[src/rtl/ex_mem_reg.sv]
// EX/MEM pipeline register for the 5-stage MIPS core.
// Also carries the madd/msub partial accumulate state that EX reads back while stalled.
module ex_mem_reg #(
  parameter int DATA_W  = 32,
  parameter int ADDR_W  = 5,
  parameter int STALL_W = 6
) (
  input  logic                clk,
  input  logic                rst,
  input  logic [STALL_W-1:0]  stall,
  input  logic                flush,
  input  logic [ADDR_W-1:0]   ex_waddr,
  input  logic                ex_reg_we,
  input  logic [DATA_W-1:0]   ex_alu_res,
  input  logic [DATA_W-1:0]   ex_hi,
  input  logic [DATA_W-1:0]   ex_lo,
  input  logic                ex_whilo,
  input  logic [2*DATA_W-1:0] hilo_temp_i,
  input  logic [1:0]          cnt_i,
  output logic [ADDR_W-1:0]   mem_waddr,
  output logic                mem_reg_we,
  output logic [DATA_W-1:0]   mem_alu_res,
  output logic [DATA_W-1:0]   mem_hi,
  output logic [DATA_W-1:0]   mem_lo,
  output logic                mem_whilo,
  output logic                mem_valid,
  output logic [2*DATA_W-1:0] hilo_temp_o,
  output logic [1:0]          cnt_o
);

  typedef enum logic [1:0] {
    MODE_PASS   = 2'd0,
    MODE_BUBBLE = 2'd1,
    MODE_HOLD   = 2'd2
  } mode_t;

  mode_t mode_s;

  // Decode the EX/MEM stall pair; the unreachable s3=0,s4=1 case is folded into HOLD.
  always_comb begin
    mode_s = MODE_HOLD;
    case ({stall[4], stall[3]})
      2'b00:   mode_s = MODE_PASS;
      2'b01:   mode_s = MODE_BUBBLE;
      2'b11:   mode_s = MODE_HOLD;
      2'b10:   mode_s = MODE_HOLD;
      default: mode_s = MODE_HOLD;
    endcase
  end

  // Pipeline slot and accumulate-state registers.
  always_ff @(posedge clk) begin
    if (rst || flush) begin
      mem_waddr   <= {ADDR_W{1'b0}};
      mem_reg_we  <= 1'b0;
      mem_alu_res <= {DATA_W{1'b0}};
      mem_hi      <= {DATA_W{1'b0}};
      mem_lo      <= {DATA_W{1'b0}};
      mem_whilo   <= 1'b0;
      mem_valid   <= 1'b0;
      hilo_temp_o <= {(2*DATA_W){1'b0}};
      cnt_o       <= 2'd0;
    end else begin
      case (mode_s)
        MODE_PASS: begin
          mem_waddr   <= ex_waddr;
          mem_reg_we  <= ex_reg_we;
          mem_alu_res <= ex_alu_res;
          mem_hi      <= ex_hi;
          mem_lo      <= ex_lo;
          mem_whilo   <= ex_whilo;
          mem_valid   <= 1'b1;
          // The multi-cycle op has retired, so the next one starts from a clean counter.
          hilo_temp_o <= {(2*DATA_W){1'b0}};
          cnt_o       <= 2'd0;
        end
        MODE_BUBBLE: begin
          mem_waddr   <= {ADDR_W{1'b0}};
          mem_reg_we  <= 1'b0;
          mem_alu_res <= {DATA_W{1'b0}};
          mem_hi      <= {DATA_W{1'b0}};
          mem_lo      <= {DATA_W{1'b0}};
          mem_whilo   <= 1'b0;
          mem_valid   <= 1'b0;
          hilo_temp_o <= hilo_temp_i;
          cnt_o       <= cnt_i;
        end
        MODE_HOLD: begin
          mem_waddr   <= mem_waddr;
          mem_reg_we  <= mem_reg_we;
          mem_alu_res <= mem_alu_res;
          mem_hi      <= mem_hi;
          mem_lo      <= mem_lo;
          mem_whilo   <= mem_whilo;
          mem_valid   <= mem_valid;
          hilo_temp_o <= hilo_temp_o;
          cnt_o       <= cnt_o;
        end
        default: begin
          mem_waddr   <= mem_waddr;
          mem_reg_we  <= mem_reg_we;
          mem_alu_res <= mem_alu_res;
          mem_hi      <= mem_hi;
          mem_lo      <= mem_lo;
          mem_whilo   <= mem_whilo;
          mem_valid   <= mem_valid;
          hilo_temp_o <= hilo_temp_o;
          cnt_o       <= cnt_o;
        end
      endcase
    end
  end

endmodule

[config.mk]
export PLATFORM = sky130hd
export DESIGN_NAME = ex_mem_reg
export DESIGN_NICKNAME = d
export VERILOG_FILES = /design/src/rtl/ex_mem_reg.sv
export SDC_FILE = /design/constraint.sdc
export NUM_CORES = 1
export LEC_CHECK = 0
export CAP_MARGIN = 5
export CORE_AREA = 2 2 136 138
export CTS_CLUSTER_SIZE = 40
export DETAILED_ROUTE_END_ITERATION = 7
export DIE_AREA = 0 0 138 140
export PLACE_DENSITY = 0.76
export RECOVER_POWER = 25
export SYNTH_ARGS = -nofsm -noshare
export SYNTH_HDL_FRONTEND = slang
export SYNTH_SLANG_ARGS = --single-unit
[constraint.sdc]
create_clock -name clk -period 2.7 [get_ports clk]
set_clock_uncertainty 0.15 [all_clocks]
set_input_delay 0.81 -clock clk [delete_from_list [all_inputs] [get_ports clk]]
set_output_delay 0.81 -clock clk [all_outputs]
set_load 0.1 [all_outputs]
==> Yosys cells after proc, flatten, opt, wreduce, memory -nomap -nowiden <==
Cells that the tools add are included.
{ "totals": {"regBits": 170, "latch_bits": 0, "mem_bits_rw": 0, "romBits": 0, "inputBits": 178, "output_inout_bits": 170, "n_memories": 0} }
{ "op_classes": {"add_sub_neg": 0, "multipliers": 0, "div": 0, "order_cmp": 0, "n_eq_ne": 4, "shifts": 0, "muxes": 10, "bitwise_logic": 0, "n_reduce_logical": 5} }
{ "ops": {"columns": ["operator", "count"], "rows": [
  ["one-hot mux 32 bit (2 select lines)", 3],
  ["one-hot mux 64 bit (2 select lines)", 1],
  ["one-hot mux 5 bit (2 select lines)", 1],
  ["one-hot mux 1 bit (2 select lines)", 3],
  ["one-hot mux 2 bit (3 select lines)", 1],
  ["== test 2 x 1 -> 1 bit, second input constant", 2],
  ["== test 2 bit, second input constant", 2],
  ["zero test 2 bit", 2],
  ["one-hot mux 2 bit (2 select lines)", 1],
  ["nonzero test 2 bit", 1],
  ["OR reduction 2 bit", 1],
  ["logical OR 1 bit", 1]
]} }

==> Logic depth before layout (Yosys ltp) <==
{ "logic_depth": {"ltp_word": 5, "ltp_mapped": 6, "ltp_nobuf": 2} }

==> Worst setup path before layout <==
Ideal clock, no wire load.
{ "synth_timing": {"path_kind": "reg2out", "startpoint": "reg cnt_o[0]", "endpoint": "out cnt_o[0]", "arrival_ns": 0.924, "required_ns": 1.740, "path_slack_ns": 0.816, "stages_incl_launch_ff": 1, "path_cell_list": "dfxtp_1"} }
{ "synth_rtl": {"columns": ["item", "line_no", "rtl"], "rows": [
  ["start: declaration", "28", "output logic [1:0] cnt_o"],
  ["start signal: assignment", "86", "cnt_o <= cnt_i;"],
  ["start signal: assignment", "97", "cnt_o <= cnt_o;"],
  ["start signal: assignment", "108", "cnt_o <= cnt_o;"]
]} }
No word-level cell between the ends.

==> Final worst setup path <==
{ "layout_timing": {"startpoint": "in flush", "endpoint": "reg hilo_temp_o[26]"} }
{ "layout_between": {"elab_chain_len": 1} }
{ "layout_lines": {"columns": ["item", "line_no", "rtl"], "rows": [
  ["start: declaration", "11", "input logic flush,"],
  ["logical OR 1 bit", "53", "if (rst || flush) begin"],
  ["end signal: assignment", "61", "hilo_temp_o <= {(2*DATA_W){1'b0}};"],
  ["end signal: assignment", "74", "hilo_temp_o <= {(2*DATA_W){1'b0}};"],
  ["end signal: assignment", "85", "hilo_temp_o <= hilo_temp_i;"],
  ["end: declaration", "27", "output logic [2*DATA_W-1:0] hilo_temp_o,"]
]} }
Every way passes these cells.
A chain may end at the register's enable or synchronous reset.

==> impl_metrics.env <==
export IMPL_outcome="finished, final reports clean"
export IMPL_post_route_period_util_pct=84.7
export IMPL_synthToLayoutAreaGrowth_pct=55.6
export IMPL_p_per_area_nw_per_um2=590
export IMPL_grt_ovfl_total=0
export IMPL_slew_violations=0
export IMPL_vias=6412
export IMPL_cts_tree="done"
export IMPL_finalHoldViolCount=0
export IMPL_ctsHoldBuffers=0
export IMPL_worstPathRequired_ps=2840
export IMPL_clock_sinks=170
export IMPL_crit_family="buffers and inverters"
export IMPL_clock_latency_ps=420
export IMPL_rsz0062_at_grt="no"
export IMPL_critical_path_class="in -> reg"
export IMPL_post_cts_buffers=0
export IMPL_first_global_vias=6087
export IMPL_ys_seq_area_share_pct=50.6
export IMPL_arrival_ps=2430
export IMPL_wl_mm=19.8
export IMPL_antenna_found_initial=0
export IMPL_critPathLaunchType="input port"
export IMPL_drt_antenna_violating_nets=0
export IMPL_rows=49
export IMPL_hp_class="reg -> reg"
export IMPL_synth_avg_cell_area_um2=8.90
export IMPL_leakage_uw=0.00401
export IMPL_die_w_um=138
export IMPL_ios=348
export IMPL_cts_resized=0
export IMPL_wl_per_cell_um=15.2
export IMPL_portBuffers=343
export IMPL_htreeDepth=4
export IMPL_grt_pass1_wl_mm=31.2
export IMPL_slowest_delay_ps=620
export IMPL_drive_gt1_share_pct=20.9
export IMPL_vdd_drop_max_mv=0.405
export IMPL_critical_path_endpoint_type="flop"
export IMPL_place_ws_ps=431
export IMPL_fmaxAchievable_ghz=0.437
export IMPL_finalSetupViolCount=0
export IMPL_worstPathCellList="clkdlybuf4s50_1 > or2_1 > clkbuf_2 > a21oi_1"
export IMPL_root_buffer="clkbuf_16"
export IMPL_grtUsageTotal_pct=19.8
export IMPL_drtIter0Drc=236
export IMPL_die_area_um2=19300
export IMPL_r2r_slack_ps=1900
export IMPL_timing_hold_ws_ps=299
export IMPL_diodes=0
export IMPL_synth_seq_cells=170
export IMPL_firstDrtPassIters=4
export IMPL_fin_crit_ps=2290
export IMPL_drc=0
export IMPL_tightestPinTransition_ps=802
export IMPL_slowest_stage="or2_1"
export IMPL_clk_path_buf_depth=2
export IMPL_path_buf_inv=2
export IMPL_synth_top_cell_by_area="dfxtp_1"
export IMPL_via_per_inst=4.90
export IMPL_netlist_instances=756
export IMPL_path_max_fanout=18
export IMPL_synth_top_area_share_pct=50.6
export IMPL_routabilityCongestion=0.801
export IMPL_synth_fp_nets=934
export IMPL_setup_tns_ps=0
export IMPL_fp_dieH_um=140
export IMPL_numCtsBuffers=17
export IMPL_synth_area_um2=6730
export IMPL_cap_violations=0
export IMPL_clk_transition_reported_paths_ps=60
export IMPL_core_um2=17800
export IMPL_yosys_warnings=0
export IMPL_postLayoutCellArea_um2=10500
export IMPL_ys_types=12
export IMPL_nets=1245
export IMPL_initial_core_util_pct=37.8
export IMPL_setup_slack_ps=413
export IMPL_grt_max_degree=78
export IMPL_placed_area_um2=9870
export IMPL_synth_area_leaders="dfxtp_1, or3b_1, a21oi_1, nand2_1, nand3b_1"
export IMPL_hpwl_mm=13.9
export IMPL_slew_limit_headroom_pct=46.6
==> layer usage <==
layer	global-route usage [%]	up-vias	share of wire, %
li1	-	3205	-
met1	23.2	2921	41
met2	32.7	249	48
met3	7.49	37	8.3
met4	8.43	0	3.1
met5	0	-	0
==> layout make-up <==
cell class / count / area, um^2
Fill cell: 1597 / 7320
Clock buffer: 21 / 450
Clock inverter: 10 / 166
Tap cell: 229 / 287
Multi-Input combinational cell: 511 / 2900
Timing Repair Buffer: 367 / 3260
Sequential cell: 170 / 3400
==> worst reg2reg max path: stages (launching register included) <==
cell,delay [ps]
dfxtp_1,340
nand2_1,60
a21oi_1,160
==> where the power goes <==
group          internal [uW]  total [uW]  leakage, uW  switching (uW)
registers               2560        2580      0.00138            25.7
clock network           1580        2580     0.000294            1010
logic                    397        1010      0.00234             610
==> kinds of logic after synthesis <==
logic type,count (synthesis),synth area share (%)
AOI/OAI and AO/OA,170,12.7
buffers and inverters,75,6.29
and+or+nand+nor,341,30.5
DFF,170,50.6
==> through the flow <==
stage / cells / util, % / power [uW]
after floorplan: 756 / - / 3270
after global placement: 1277 / 55.5 / 3650
after detailed placement: 1277 / 55.5 / 3650
after CTS: 1308 / 59.0 / 6240
after global routing: 1308 / 58.8 / 6390
final: 1308 / 58.8 / 6170
==> registers in the layout, indices dropped and copies added (netlist names), 2 cells and up <==
signal,flops
mem_hi,32
mem_waddr,5
hilo_temp_o,64
cnt_o,2
mem_alu_res,32
mem_lo,32
==> Yosys cell counts (all sizes together) <==
cell and count:
clkbuf 27, nand2 170, nand3b 66, a21oi 170, buf 48, or2 2, or3b 103, dfxtp 170
==> final timing paths <==
check,startpoint,cells after the start,endpoint
setup reg to reg,mem_lo[5],2,mem_lo[5]
hold / removal,hilo_temp_o[11],2,hilo_temp_o[11]
hold reg to reg,hilo_temp_o[11],2,hilo_temp_o[11]
setup / recovery,flush,4,hilo_temp_o[26]
==> cells in the final DEF (no fill, tap or decap) <==
cell type        synthesis  layout
a21oi_1                170     170
buf_12                   0       6
buf_4                    8     186
bufinv_16                0       4
clkbuf_1                27       3
clkbuf_16                0      17
clkbuf_2                 0       3
clkbuf_8                 0       2
clkdlybuf4s50_1          0     171
clkinv_2                 0       1
clkinv_4                 0       1
clkinvlp_4               0       2
dfxtp_1                170     170
inv_6                    0       2
nand2_1                170     170
nand3b_1                66      66
or2_1                    1       1
or2_2                    1       1
or3b_1                 103     103
Note: power is estimated with default switching activity, not from simulation.
